===== src/rtl/lcd_pkg.sv =====
// Shared types and 12 MHz default timing for the character-LCD path
// (lcd_controller and lcd_write_sequencer).
package lcd_pkg;

    typedef enum logic [2:0] {
        PWR_RST,
        PWR_WAIT,
        IDLE,
        SETUP,
        PULSE,
        HOLD,
        WAIT
    } lcd_wr_state_e;

    localparam int LCD_RESET_CYCLES      = 120;
    localparam int LCD_POWERUP_CYCLES    = 480000;
    localparam int LCD_SETUP_CYCLES      = 2;
    localparam int LCD_ENABLE_CYCLES     = 6;
    localparam int LCD_HOLD_CYCLES       = 2;
    localparam int LCD_SHORT_WAIT_CYCLES = 444;
    localparam int LCD_LONG_WAIT_CYCLES  = 18240;

    function automatic int lcd_max(input int a, input int b);
        return (a > b) ? a : b;
    endfunction

endpackage


===== src/rtl/lcd_cycle_timer.sv =====
// Restartable cycle timer: load_i clears it, done_o flags the last cycle
// of a len_i-cycle interval so the FSM can change state on that edge.
module lcd_cycle_timer #(
    parameter int CW = 8
) (
    input  logic          clk_i,
    input  logic          reset_n_i,
    input  logic          load_i,
    input  logic [CW-1:0] len_i,
    output logic          done_o
);

    logic [CW-1:0] cnt_q, cnt_d;

    always_comb begin
        cnt_d = load_i ? '0 : cnt_q + CW'(1);
    end

    always_ff @(posedge clk_i or negedge reset_n_i) begin
        if (!reset_n_i) cnt_q <= '0;
        else            cnt_q <= cnt_d;
    end

    assign done_o = (cnt_q == len_i - CW'(1));

endmodule


===== src/rtl/lcd_write_sequencer.sv =====
// Pin-level write timing for a character LCD, including power-on reset.
// Optional register-select passthrough is built when LCD_RS_EN is defined.
module lcd_write_sequencer
    import lcd_pkg::*;
#(
    parameter int RESET_CYCLES      = LCD_RESET_CYCLES,
    parameter int POWERUP_CYCLES    = LCD_POWERUP_CYCLES,
    parameter int SETUP_CYCLES      = LCD_SETUP_CYCLES,
    parameter int ENABLE_CYCLES     = LCD_ENABLE_CYCLES,
    parameter int HOLD_CYCLES       = LCD_HOLD_CYCLES,
    parameter int SHORT_WAIT_CYCLES = LCD_SHORT_WAIT_CYCLES,
    parameter int LONG_WAIT_CYCLES  = LCD_LONG_WAIT_CYCLES
) (
    input  logic       clk_i,
    input  logic       reset_n_i,
    input  logic       valid_i,
    input  logic [7:0] data_i,
    input  logic       long_i,
`ifdef LCD_RS_EN
    input  logic       rs_i,
    output logic       lcd_rs_o,
`endif
    output logic       ready_o,
    output logic [7:0] lcd_data_o,
    output logic       lcd_reset_o,
    output logic       lcd_enable_o
);

    localparam int MAX_CYC = lcd_max(lcd_max(lcd_max(RESET_CYCLES, POWERUP_CYCLES),
                                             lcd_max(SETUP_CYCLES, ENABLE_CYCLES)),
                                     lcd_max(HOLD_CYCLES,
                                             lcd_max(SHORT_WAIT_CYCLES, LONG_WAIT_CYCLES)));
    localparam int CW = $clog2(MAX_CYC + 1);

    lcd_wr_state_e state_q, state_d;
    logic [7:0]    data_q, data_d;
    logic          long_q, long_d;
    logic          ready_q, ready_d;
    logic          en_q, en_d;
    logic          rst_q, rst_d;
    logic [CW-1:0] len;
    logic          done;
    logic          load;
`ifdef LCD_RS_EN
    logic          rs_q, rs_d;
`endif

    always_comb begin
        len = CW'(1);
        case (state_q)
            PWR_RST:  len = CW'(RESET_CYCLES);
            PWR_WAIT: len = CW'(POWERUP_CYCLES);
            SETUP:    len = CW'(SETUP_CYCLES);
            PULSE:    len = CW'(ENABLE_CYCLES);
            HOLD:     len = CW'(HOLD_CYCLES);
            WAIT:     len = long_q ? CW'(LONG_WAIT_CYCLES) : CW'(SHORT_WAIT_CYCLES);
            default:  len = CW'(1);
        endcase
    end

    // Every output is decided here one cycle ahead and registered below,
    // so enable can never glitch from state decode.
    always_comb begin
        state_d = state_q;
        data_d  = data_q;
        long_d  = long_q;
        ready_d = ready_q;
        en_d    = en_q;
        rst_d   = rst_q;
`ifdef LCD_RS_EN
        rs_d    = rs_q;
`endif
        case (state_q)
            PWR_RST: if (done) begin
                state_d = PWR_WAIT;
                rst_d   = 1'b0;
            end
            PWR_WAIT: if (done) begin
                state_d = IDLE;
                ready_d = 1'b1;
            end
            IDLE: if (valid_i && ready_q) begin
                state_d = SETUP;
                data_d  = data_i;
                long_d  = long_i;
                ready_d = 1'b0;
`ifdef LCD_RS_EN
                rs_d    = rs_i;
`endif
            end
            SETUP: if (done) begin
                state_d = PULSE;
                en_d    = 1'b1;
            end
            PULSE: if (done) begin
                state_d = HOLD;
                en_d    = 1'b0;
            end
            HOLD: if (done) state_d = WAIT;
            WAIT: if (done) begin
                state_d = IDLE;
                ready_d = 1'b1;
            end
            default: state_d = PWR_RST;
        endcase
    end

    // Timer restarts on every state change and is parked while idle.
    assign load = (state_d != state_q) || (state_q == IDLE);

    lcd_cycle_timer #(.CW(CW)) u_timer (
        .clk_i     (clk_i),
        .reset_n_i (reset_n_i),
        .load_i    (load),
        .len_i     (len),
        .done_o    (done)
    );

    always_ff @(posedge clk_i or negedge reset_n_i) begin
        if (!reset_n_i) begin
            state_q <= PWR_RST;
            data_q  <= 8'h00;
            long_q  <= 1'b0;
            ready_q <= 1'b0;
            en_q    <= 1'b0;
            rst_q   <= 1'b1;
`ifdef LCD_RS_EN
            rs_q    <= 1'b0;
`endif
        end else begin
            state_q <= state_d;
            data_q  <= data_d;
            long_q  <= long_d;
            ready_q <= ready_d;
            en_q    <= en_d;
            rst_q   <= rst_d;
`ifdef LCD_RS_EN
            rs_q    <= rs_d;
`endif
        end
    end

    assign ready_o      = ready_q;
    assign lcd_data_o   = data_q;
    assign lcd_enable_o = en_q;
    assign lcd_reset_o  = rst_q;
`ifdef LCD_RS_EN
    assign lcd_rs_o     = rs_q;
`endif

endmodule

===== config.mk =====
export PLATFORM = sky130hd
export DESIGN_NAME = lcd_write_sequencer
export DESIGN_NICKNAME = d
export VERILOG_FILES = /design/src/rtl/lcd_pkg.sv /design/src/rtl/lcd_cycle_timer.sv /design/src/rtl/lcd_write_sequencer.sv
export SDC_FILE = /design/constraint.sdc
export NUM_CORES = 1
export LEC_CHECK = 0
export ABC_AREA = 1
export CORE_ASPECT_RATIO = 2
export CORE_MARGIN = 2
export CORE_UTILIZATION = 40
export CTS_BUF_LIST = sky130_fd_sc_hd__clkbuf_2
export CTS_CLUSTER_DIAMETER = 60
export DETAILED_ROUTE_END_ITERATION = 6
export DONT_BUFFER_PORTS = 1
export GPL_ROUTABILITY_DRIVEN = 0
export HOLD_SLACK_MARGIN = 0.12
export SYNTH_ARGS = -nofsm -noshare
export SYNTH_HDL_FRONTEND = slang
export SYNTH_SLANG_ARGS = --single-unit

===== constraint.sdc =====
create_clock -name clk_i -period 2.1 [get_ports clk_i]
set_clock_uncertainty 0.1 [all_clocks]
set_input_delay 0.21 -clock clk_i [delete_from_list [all_inputs] [get_ports clk_i]]
set_output_delay 0.21 -clock clk_i [all_outputs]
set_load 0.03 [all_outputs]

==> results of run 1 <==
## state kept, by name, summed over array words and instances (netlist names)
signal / count
long_q: 1
u_timer.cnt_q: 19
lcd_enable_o: 1
lcd_reset_o: 1
ready_o: 1
state_q: 3
lcd_data_o: 8
## power groups by stage
stage                     logic, uW  clock network, uW  registers [uW]
after detailed placement   0.000643                  0             667
after CTS                      35.1                586             656
after global routing           37.8                606             656
after global placement     0.000643                  0             667
final                          33.8                566             656
after floorplan            0.000617                  0             667
## cells in the mapped netlist (all sizes together)
cell	count
a21oi	4
a31oi	2
buf	3
clkbuf	1
dfrtp	33
dfstp	1
ha	1
inv	32
nand2	94
nand3	21
nand3b	1
nand4	7
nor2	33
nor3	11
nor3b	1
nor4	5
o211ai	2
o21ai	6
o21bai	1
or2	1
xor2	8
## worst max-delay path: cells and delay by family, from the launching register on
kind / cells / cell delay [ns]
buffers and inverters: 3 / 0.85
flip-flops: 1 / 0.49
AO/OA/AOI/OAI: 1 / 0.07
AND/OR/NAND/NOR: 4 / 0.39
## cells in the final DEF (no fill, tap or decap), types with 2 or more instances in the layout
cell,instances
nand2_1,88
dfrtp_1,31
inv_1,29
nor2_1,29
dlygate4sd3_1,20
nand3_1,18
nor3_1,11
buf_4,10
xor2_1,8
nand4_1,7
nor4_1,5
clkbuf_2,5
nand2_2,4
nor2_4,4
o21ai_0,4
a21oi_1,4
nand3_2,3
inv_2,2
o211ai_1,2
a31oi_1,2
bufinv_16,2
dfrtp_2,2
## metal layers
| metal | vias up | share of wire, % | routed length (um) | global-route usage (%) |
|---|---|---|---|---|
| li1 | 923 | - | - | - |
| met1 | 858 | 35 | 1840 | 22.3 |
| met2 | 29 | 58 | 3080 | 40.0 |
| met3 | 17 | 2.3 | 123 | 3.30 |
| met4 | 0 | 4.5 | 237 | 13.8 |
| met5 | - | 0 | 0 | 0 |
## cells by family after synthesis
family	count (synthesis)	share of synthesized area [%]
adder cells (fa/ha/maj)	1	0.634
flip-flops	34	43.2
buffers and inverters	36	7.36
AO/OA/AOI/OAI	15	4.50
XOR/XNOR	8	3.55
AND/OR/NAND/NOR	174	40.7
## area by class of cell
cell class | count | area (sq um) | share of cell area [%]
multi-input cells | 198 | 986 | 40.7
flip-flops and latches | 34 | 855 | 35.3
repair buffers | 31 | 295 | 12.2
inverters | 32 | 123 | 5.06
well taps | 57 | 71.3 | 2.94
clock inverters | 3 | 68.8 | 2.84
clock buffers | 5 | 25.0 | 1.03
## worst max-delay path by stage
stage	start	end
global route	u_timer.cnt_q[0]	u_timer.cnt_q[16]
floorplan	u_timer.cnt_q[0]	u_timer.cnt_q[16]
finish	state_q[2]	long_q
detailed placement	state_q[1]	u_timer.cnt_q[16]
CTS	state_q[2]	long_q
global placement	state_q[1]	u_timer.cnt_q[9]
## what timing repair did
item,CTS,global route
hold buffers,21,0
hold endpoints to repair,44,0
setup endpoints to repair,0,34
gates resized for setup,0,7
buffers inserted,0,1
## through the flow
step,hold WS [ns],util (%),cells,setup slack (ns)
after floorplan,-0.186,-,268,0.261
after global placement,-0.185,43.3,330,0.0803
after detailed placement,-0.185,43.3,330,0.0554
after CTS,0.132,49.8,359,0.00827
after global routing,0.131,50.3,360,0.0123
final,0.123,50.3,360,0.141
==> flow_metrics.env, run 1 <==
export IMPL_status="completed"
export IMPL_slew_headroom_pct=64.6
export IMPL_clk_insertion_delay_late_ns=0.41
export IMPL_ff2ff_setup_slack_ns=0.14
export IMPL_p_seq_share_pct=52.2
export IMPL_portBuffers=0
export IMPL_r2r_start="state_q[2]"
export IMPL_hp_class="input port to async pin"
export IMPL_tightest_slew_ns=0.527
export IMPL_synth_avg_cell_area_sq_um=7.36
export IMPL_p_int_uw=996
export IMPL_ys_ff_latch=34
export IMPL_drtAntennaViolNets=0
export IMPL_synth_distinct_cells=29
export IMPL_synthCells=268
export IMPL_die_area_sq_um=5540
export IMPL_die_h_um=103
export IMPL_grt_pass1_wl_um=8510
export IMPL_p_total_uw=1250
export IMPL_hold_violations=0
export IMPL_fillCellCount=471
export IMPL_grt_setup_unrepaired="false"
export IMPL_cts_htree_levels=2
export IMPL_switching_share_pct=20.7
export IMPL_path_cells="inv_2 -> nand2_2 -> nor2_1 -> nand3_1 -> inv_4 -> nand2_1 -> dlygate4sd3_1 -> o21ai_0"
export IMPL_wl_um=5280
export IMPL_power_leakage_uw=0.00112
export IMPL_period_share_pct=93.3
export IMPL_synth_top_cell_area_share_pct=41.9
export IMPL_synthTopCellsByArea="dfrtp_1 (42%), nand2_1 (17%), inv_1 (5.9%), nor2_1 (5.5%), nand3_1 (4.6%)"
export IMPL_drc=0
export IMPL_io_pins=23
export IMPL_rows=36
export IMPL_cp_required_ns=2.35
export IMPL_grt_overflow_total=0
export IMPL_cts_buffer_depth=2
export IMPL_area_growth_pct=22.9
export IMPL_finalNetCount=315
export IMPL_clkPwrFrac_pct=45.1
export IMPL_place_area_sq_um=2090
export IMPL_initialDrtViolationCount=23
export IMPL_combPwrFrac_pct=2.7
export IMPL_die_w_um=53.6
export IMPL_routedWlPerCell_um=14.7
export IMPL_dp_final_hpwl_um=3990
export IMPL_fmaxAchievable_mhz=511
export IMPL_critical_path_arrival_ns=2.21
export IMPL_cts_buffers=5
export IMPL_cts_sink_count=34
export IMPL_p_sw_uw=259
export IMPL_path_class="flip-flop to flip-flop"
export IMPL_vias=1827
export IMPL_first_pass_iters=4
export IMPL_critical_path_max_fanout=11
export IMPL_syn_area_sq_um=1970
export IMPL_power_density_nw_per_um2=518
export IMPL_clock_root_buffer="clkbuf_2"
export IMPL_cp_slowest_cell="dlygate4sd3_1"
export IMPL_r2r_cells=8
export IMPL_cts_tree="built"
export IMPL_synth_area_leader_cell="dfrtp_1"
export IMPL_gr_usage_all_layers_pct=22.0
export IMPL_slowest_delay_ns=0.56
export IMPL_fin_area_sq_um=2420
export IMPL_insertedDiodeCount=0
export IMPL_reg2reg_to="long_q"
export IMPL_drv_slew=0
export IMPL_cp_start_kind="flip-flop"
export IMPL_antenna_found_initial=0
export IMPL_vdd_drop_max_uv=427
export IMPL_path_clk_slew_ns=0.19
export IMPL_vias_per_cell=5.08
export IMPL_setup_viol_count_final=0
export IMPL_period_minus_slack_ns=1.96
export IMPL_setup_tns_ns=0
export IMPL_crit_path_end_kind="flip-flop"
export IMPL_syn_num_nets=281
export IMPL_grt_pass1_vias=1844
export IMPL_drive_gt1_share_pct=13.5
export IMPL_grt_start_max_net_pins=35
export IMPL_yosys_warnings=0
export IMPL_start_util_pct=40.9
export IMPL_maxCapViolCount=0
export IMPL_ys_seq_area_share_pct=43.2
export IMPL_core_area_sq_um=4820
(Power assumes the default switching activity.)
==> inputs of run 2 (changes only) <==
--- a/config.mk
+++ b/config.mk
@@ -10,11 +10,11 @@
 export CORE_MARGIN = 2
 export CORE_UTILIZATION = 40
 export CTS_BUF_LIST = sky130_fd_sc_hd__clkbuf_2
-export CTS_CLUSTER_DIAMETER = 60
 export DETAILED_ROUTE_END_ITERATION = 6
 export DONT_BUFFER_PORTS = 1
 export GPL_ROUTABILITY_DRIVEN = 0
 export HOLD_SLACK_MARGIN = 0.12
+export SKIP_CTS_REPAIR_TIMING = 1
 export SYNTH_ARGS = -nofsm -noshare
 export SYNTH_HDL_FRONTEND = slang
 export SYNTH_SLANG_ARGS = --single-unit
==> flow_metrics.env, run 2 (synthesized netlist as in run 1, its figures left out) <==
export IMPL_path_cells="nor2_4 -> nand2_2 -> nand2_1 -> nand3_1 -> nor2_1 -> nand2_1 -> nor2_4 -> nand2_4 -> nand2_8 -> nor3_1"
export IMPL_period_share_pct=90.5
export IMPL_hold_violations=0
export IMPL_path_clk_slew_ns=0.19
export IMPL_hp_class="input port to async pin"
export IMPL_met3_usage_pct=3.45
export IMPL_status="completed"
export IMPL_critical_path_arrival_ns=2.09
export IMPL_cts_buffer_depth=2
export IMPL_grt_pass1_wl_um=7980
export IMPL_wl_um=5180
export IMPL_slew_headroom_pct=63.1
export IMPL_cp_required_ns=2.29
export IMPL_critical_path_max_fanout=18
export IMPL_grt_util_met2_pct=36.8
export IMPL_antenna_found_initial=0
export IMPL_routedWlPerCell_um=14.7
export IMPL_finalNetCount=307
export IMPL_p_total_uw=1260
export IMPL_crit_path_end_kind="flip-flop"
export IMPL_grt_use_met1_pct=21.2
export IMPL_setup_viol_count_final=0
export IMPL_fin_hold_ws_ns=0.120
export IMPL_maxCapViolCount=0
export IMPL_largest_register="u_timer.cnt_q"
export IMPL_cp_slowest_cell="dfrtp_2"
export IMPL_power_leakage_uw=0.00111
export IMPL_layout_commonest_cell="nand2_1"
export IMPL_insertedDiodeCount=0
export IMPL_core_area_sq_um=4820
export IMPL_cts_buffers=5
export IMPL_final_util_pct=48.5
export IMPL_grt_pass1_vias=1700
export IMPL_grt_start_max_net_pins=35
export IMPL_dp_final_hpwl_um=3990
export IMPL_area_growth_pct=18.6
export IMPL_cts_tree="built"
export IMPL_slowest_delay_ns=0.52
export IMPL_grt_setup_unrepaired="false"
export IMPL_clock_root_buffer="clkbuf_2"
export IMPL_path_class="flip-flop to flip-flop"
export IMPL_fmaxAchievable_mhz=526
export IMPL_period_minus_slack_ns=1.90
export IMPL_vdd_drop_max_uv=407
export IMPL_io_pins=23
export IMPL_tightest_slew_ns=0.548
export IMPL_drc=0
export IMPL_clk_insertion_delay_late_ns=0.41
export IMPL_cts_htree_levels=2
export IMPL_cts_sink_count=34
export IMPL_power_density_nw_per_um2=538
export IMPL_grt_overflow_total=0
export IMPL_drive_gt1_share_pct=13.9
export IMPL_start_util_pct=40.9
export IMPL_setup_tns_ns=0
export IMPL_final_cell_mix="nand2_1 (88), dfrtp_1 (31), inv_1 (30)"
export IMPL_drtAntennaViolNets=0
export IMPL_portBuffers=0
export IMPL_top_usage_layer="met2"
export IMPL_initialDrtViolationCount=29
export IMPL_gr_usage_all_layers_pct=20.7
export IMPL_vias=1801
export IMPL_vias_per_cell=5.12
export IMPL_first_pass_iters=4
export IMPL_cp_start_kind="flip-flop"
export IMPL_die_w_um=53.6
export IMPL_die_area_sq_um=5540
export IMPL_die_h_um=103
export IMPL_largest_reg_flops=19
export IMPL_rows=36
export IMPL_drv_slew=0
run 2: cell count changes in the layout (fill, tap and decap cells not counted), sizes merged:
cell         before  now
buf              11   12
dlygate4sd3      20   11
run 2: routing by layer:
layer | routed length, um | share of wire (%)
met1 | 1800 | 35
met2 | 2980 | 58
met3 | 130 | 2.5
met4 | 268 | 5.2
met5 | 0 | 0
run 2: worst paths after layout:
kind,startpoint,end,slack [ns],cells past startpoint
min reg2reg,lcd_reset_o,lcd_reset_o,0.45,2
max reg2reg,state_q[1],u_timer.cnt_q[9],0.20,10
max,state_q[1],u_timer.cnt_q[9],0.20,10
max in group asynchronous,reset_n_i,lcd_reset_o,1.52,2
min,reset_n_i,u_timer.cnt_q[3],0.12,2
min in group clk_i,data_i[6],lcd_data_o[6],0.33,3
run 2: report_power, final:
part           internal (uW)  switching [uW]
clock                    323             246
sequential               656               0
combinational           17.4            16.1
run 2: stage by stage:
step	cells	cell area, sq um	setup WS [ns]
5_1_grt	352	2340	0.0221
3_3_place_gp	330	2090	0.0803
4_1_cts	338	2180	0.0284
2_1_floorplan	268	1970	0.261
3_5_place_dp	330	2090	0.0554
6_report	352	2340	0.199
run 2: final cells by class:
class	instances	area, sq um
clock buffer	5	25.0
clock inverter	3	68.8
fill	481	2480
inverter	32	120
multi-input combinational	198	986
sequential	34	855
tap	57	71.3
timing repair buffer	23	213
run 2: critical path: cells and delay by family (launching register included):
kind | cells | cell delay, ns
flops | 1 | 0.52
simple gates | 10 | 1.15
